--- src/rtl/song_player_ctrl.sv ---
// Transport controller for the song progression timer: turns button and
// end-of-song pulses into play / clear / done controls and the song index.
module song_player_ctrl #(
    parameter int                NUM_SONGS    = 4,
    parameter int                SONG_W       = 2,
    parameter int                HOLD_W       = 26,
    parameter logic [HOLD_W-1:0] DONE_HOLD    = 26'd50000000,
    parameter logic              AUTO_ADVANCE = 1'b1
) (
    input  logic              clk,
    input  logic              rst,
    input  logic              play_button,
    input  logic              next_button,
    input  logic              song_end,
    output logic              play,
    output logic              reset_player,
    output logic              song_done,
    output logic [SONG_W-1:0] current_song,
    output logic [1:0]        state
);

    typedef enum logic [1:0] {
        IDLE    = 2'd0,
        PLAYING = 2'd1,
        PAUSED  = 2'd2,
        DONE    = 2'd3
    } state_t;

    localparam logic [SONG_W-1:0] LAST_SONG = SONG_W'(NUM_SONGS - 1);
    localparam logic [HOLD_W-1:0] HOLD_LAST = DONE_HOLD - 1'b1;

    state_t            state_q;
    logic [HOLD_W-1:0] hold_cnt;
    logic [SONG_W-1:0] next_song;

    assign next_song = (current_song == LAST_SONG) ? '0 : current_song + 1'b1;
    assign play      = (state_q == PLAYING);
    assign state     = state_q;

    always_ff @(posedge clk) begin
        if (rst) begin
            state_q      <= IDLE;
            current_song <= '0;
            hold_cnt     <= '0;
            reset_player <= 1'b0;
            song_done    <= 1'b0;
        end else begin
            reset_player <= 1'b0;
            song_done    <= 1'b0;
            unique case (state_q)
                IDLE: begin
                    if (next_button) begin
                        current_song <= next_song;
                        reset_player <= 1'b1;
                    end else if (play_button) begin
                        state_q <= PLAYING;
                    end
                end
                PLAYING: begin
                    if (song_end) begin
                        state_q   <= DONE;
                        song_done <= 1'b1;
                        hold_cnt  <= '0;
                    end else if (next_button) begin
                        state_q      <= IDLE;
                        current_song <= next_song;
                        reset_player <= 1'b1;
                    end else if (play_button) begin
                        state_q <= PAUSED;
                    end
                end
                PAUSED: begin
                    if (next_button) begin
                        state_q      <= IDLE;
                        current_song <= next_song;
                        reset_player <= 1'b1;
                    end else if (play_button) begin
                        state_q <= PLAYING;
                    end
                end
                DONE: begin
                    // Skip aborts the hold; otherwise leave once it expires
                    if (next_button) begin
                        state_q      <= IDLE;
                        current_song <= next_song;
                        reset_player <= 1'b1;
                        hold_cnt     <= '0;
                    end else if (hold_cnt == HOLD_LAST) begin
                        state_q      <= IDLE;
                        reset_player <= 1'b1;
                        hold_cnt     <= '0;
                        if (AUTO_ADVANCE) begin
                            current_song <= next_song;
                        end
                    end else begin
                        hold_cnt <= hold_cnt + 1'b1;
                    end
                end
                default: begin
                    state_q  <= IDLE;
                    hold_cnt <= '0;
                end
            endcase
        end
    end

endmodule

--- config.mk ---
export PLATFORM = sky130hd
export DESIGN_NAME = song_player_ctrl
export DESIGN_NICKNAME = d
export VERILOG_FILES = /design/src/rtl/song_player_ctrl.sv
export SDC_FILE = /design/constraint.sdc
export NUM_CORES = 1
export LEC_CHECK = 0
export ABC_AREA = 0
export BUFFER_PORTS_ARGS = -buffer_cell sky130_fd_sc_hd__buf_2
export CAP_MARGIN = 25
export CORE_UTILIZATION = 36
export DETAILED_ROUTE_END_ITERATION = 7
export PLACE_DENSITY = 0.53
export SLEW_MARGIN = 20
export SYNTH_ARGS = -nofsm -noshare
export SYNTH_HDL_FRONTEND = slang
export SYNTH_SLANG_ARGS = --single-unit
--- constraint.sdc ---
create_clock -name clk -period 3.9 [get_ports clk]
set_input_delay 0.78 -clock clk [delete_from_list [all_inputs] [get_ports clk]]
set_output_delay 0.78 -clock clk [all_outputs]
set_load 0.05 [all_outputs]
==> flow_summary.ini <==
[grt]
grtUsageTotal = 0.182
grt_pass1_vias = 1306
grt_pass1_wl_um = 6190
antenna_found_initial = 0
grt_max_degree = 17
globalRoute.totalOverflow = 0

[logic_synthesis]
synth_xor_xnor_area_share = 0.0828
synth_area_um2 = 1590
ys_seq_area_frac = 0.404
postSynthAreaPerCell_um2 = 8.48
synth_async_sr_flop_share = 0
synth_compound_area_frac = 0.114
ys_seq_elements = 32
synthAdderAreaFrac = 0.0158
synth_fp_nets = 194
synthDistinctLibCells = 41
synth-edff-count = 0
synth_cells = 187
synth_ff_type = dfxtp_1
synthSimpleGateAreaFrac = 0.334
synthMuxAreaShare = 0.0189
yosys_warnings = 0
synth_top_family_by_area = simple AND/OR/NAND/NOR gates

[clock_tree]
cts_tree = built
ctsHoldBuffers = 0
cts_sinks = 32
cts_max_level = 2
post-cts-setup-buffers = 0
clkTransAtPathRegs_ns = 0.06
cts.repair.resized = 0
clock_path_buffers = 2
insertion_delay_ns = 0.28
cts-buffers-inserted = 5
cts-root-buf = clkbuf_8

[worst_setup_path]
cp-start-kind = flop
cp-end-kind = flop
crit_type = reg -> reg
crit_fanout = 6
cp.required_ns = 4.11
arrival_ns = 2.51
reg2reg_from = hold_cnt[0]
crit_path_start = hold_cnt[0]

[power]
netSwitchingFraction = 0.231
pwr-share-seq = 0.514
switching_power_mw = 0.151
intPower_mw = 0.500
power_leakage_nw = 0.616
combPwrFrac = 0.072
power_per_cell_area_nw_per_um2 = 368
p_total_mw = 0.651
clockPowerShare = 0.415
max-vdd-ir-drop_mv = 0.195

[finish]
nets = 208
antenna_cells = 0
area_growth_pct = 11.6
num-fill-cells = 431
drive_gt1_frac = 0.134

[detailed_routing]
first_pass_iters = 4
drc_errors = 0
drt-total-wl_um = 3450
ant_nets = 0
route.vias.total = 1408
drt_iter0_markers = 82
wl_per_cell_um = 13.7
vias_per_cell = 5.61

[run_status]
status = complete, no violations

[floorplan]
die_w_um = 68.4
die_h_um = 68.4
io_pins = 12
dieArea_um2 = 4680
placementRows = 23
core-area_um2 = 4120
initial_core_util = 0.386

[worst_hold_path]
hp-class = reg -> reg
min_from = hold_cnt[4]

[place]
dp_hpwl_um = 2500
place_congestion = 0.778
numPortBuffers = 11

[timing]
fmax_mhz = 434
finalCriticalPeriod_ns = 2.30
tightestPinTransition_ns = 0.721
setup_viol = 0
hold_viol = 0
slew_violations = 0
fin_setup_tns_ns = 0
timing.slew.headroom = 0.515
period_share = 0.591
rsz0062_at_grt = false
fin_skew_ns = 0.00524

[job]
cap_violations = 0
[synthesized netlist by cell type, types with 4 or more instances]
library cell / count / area, um2
xnor2_1: 5 / 43.8
nand3_1: 10 / 50.1
nand4_1: 9 / 56.3
xor2_1: 10 / 87.6
or3_1: 5 / 31.3
dfxtp_1: 32 / 641
a21oi_1: 6 / 30.0
nand2_1: 17 / 63.8
o21ai_0: 6 / 30.0
a31oi_1: 6 / 37.5
nor2_1: 27 / 101
nor4b_1: 4 / 35.0
and3_1: 4 / 25.0
[state kept, by name (all words and copies together), names as in the netlist]
name          count
hold_cnt         26
song_done         1
state             2
current_song      2
reset_player      1
[placed cells by master (no fill, tap or decap), types with 5 or more instances in the layout]
cell      instances
nor2_1           27
dfxtp_1          32
a21oi_1           6
o21ai_0           6
xor2_1           10
a31oi_1           6
clkbuf_8          7
or3_1             5
xnor2_1           5
nand2_1          17
nand3_1          10
nand4_1           9
buf_2            11
[logic make-up (layout without fill, tap and decap cells)]
| logic type | count (synthesis) | in the layout |
|---|---|---|
| simple gates | 99 | 99 |
| flops | 32 | 32 |
| compound gates | 29 | 29 |
| xor+xnor | 15 | 15 |
| buf+inv | 7 | 21 |
| mux | 3 | 3 |
| fa+ha+maj | 2 | 2 |
[routing by layer]
metal,up-vias,global-route usage,part of all wire
li1,700,-,-
met1,660,0.241,0.48
met2,42,0.273,0.44
met3,6,0.0500,0.062
met4,0,0.0781,0.019
met5,-,0,0
[metrics by stage]
stage	util	instance area [um2]	hold WS, ns	worst slack [ns]	std cells
final	0.430	1770	0.527	1.60	251
after global routing	0.430	1770	0.563	1.47	251
after CTS	0.430	1770	0.533	1.61	251
after detailed placement	0.407	1670	0.518	1.53	244
after global placement	0.407	1670	0.498	1.53	244
after floorplan	-	1590	0.471	1.58	187
[worst paths after layout]
path              slack (ns)           end  cells past startpoint
hold reg to reg         0.53   hold_cnt[4]                      2
setup reg to reg        1.60  hold_cnt[22]                      6
hold / removal          0.53   hold_cnt[4]                      2
setup / recovery        1.60  hold_cnt[22]                      6
[power groups by stage]
stage / logic [mW] / registers (mW) / clock network, mW
after floorplan: 0.0214 / 0.355 / 0
after detailed placement: 0.0467 / 0.342 / 0
final: 0.0467 / 0.334 / 0.270
after global placement: 0.0458 / 0.341 / 0
after global routing: 0.0510 / 0.335 / 0.295
after CTS: 0.0469 / 0.334 / 0.281
[critical path, stage by stage (launching register included)]
cell and delay (ns):
dfxtp_1 0.37, ha_1 0.22, and4_1 0.35, nand2_1 0.11, or4_4 0.57, or4_1 0.43, a31oi_1 0.19
[final cells by class]
class	instances	area, um2	share of cell area
Clock buffer	7	96.3	0.0544
Sequential cell	32	641	0.362
Tap cell	50	62.6	0.0353
Inverter	1	3.75	0.00212
Multi-Input combinational cell	148	897	0.507
Timing Repair Buffer	13	70.1	0.0396
(Power assumes the default switching activity.)
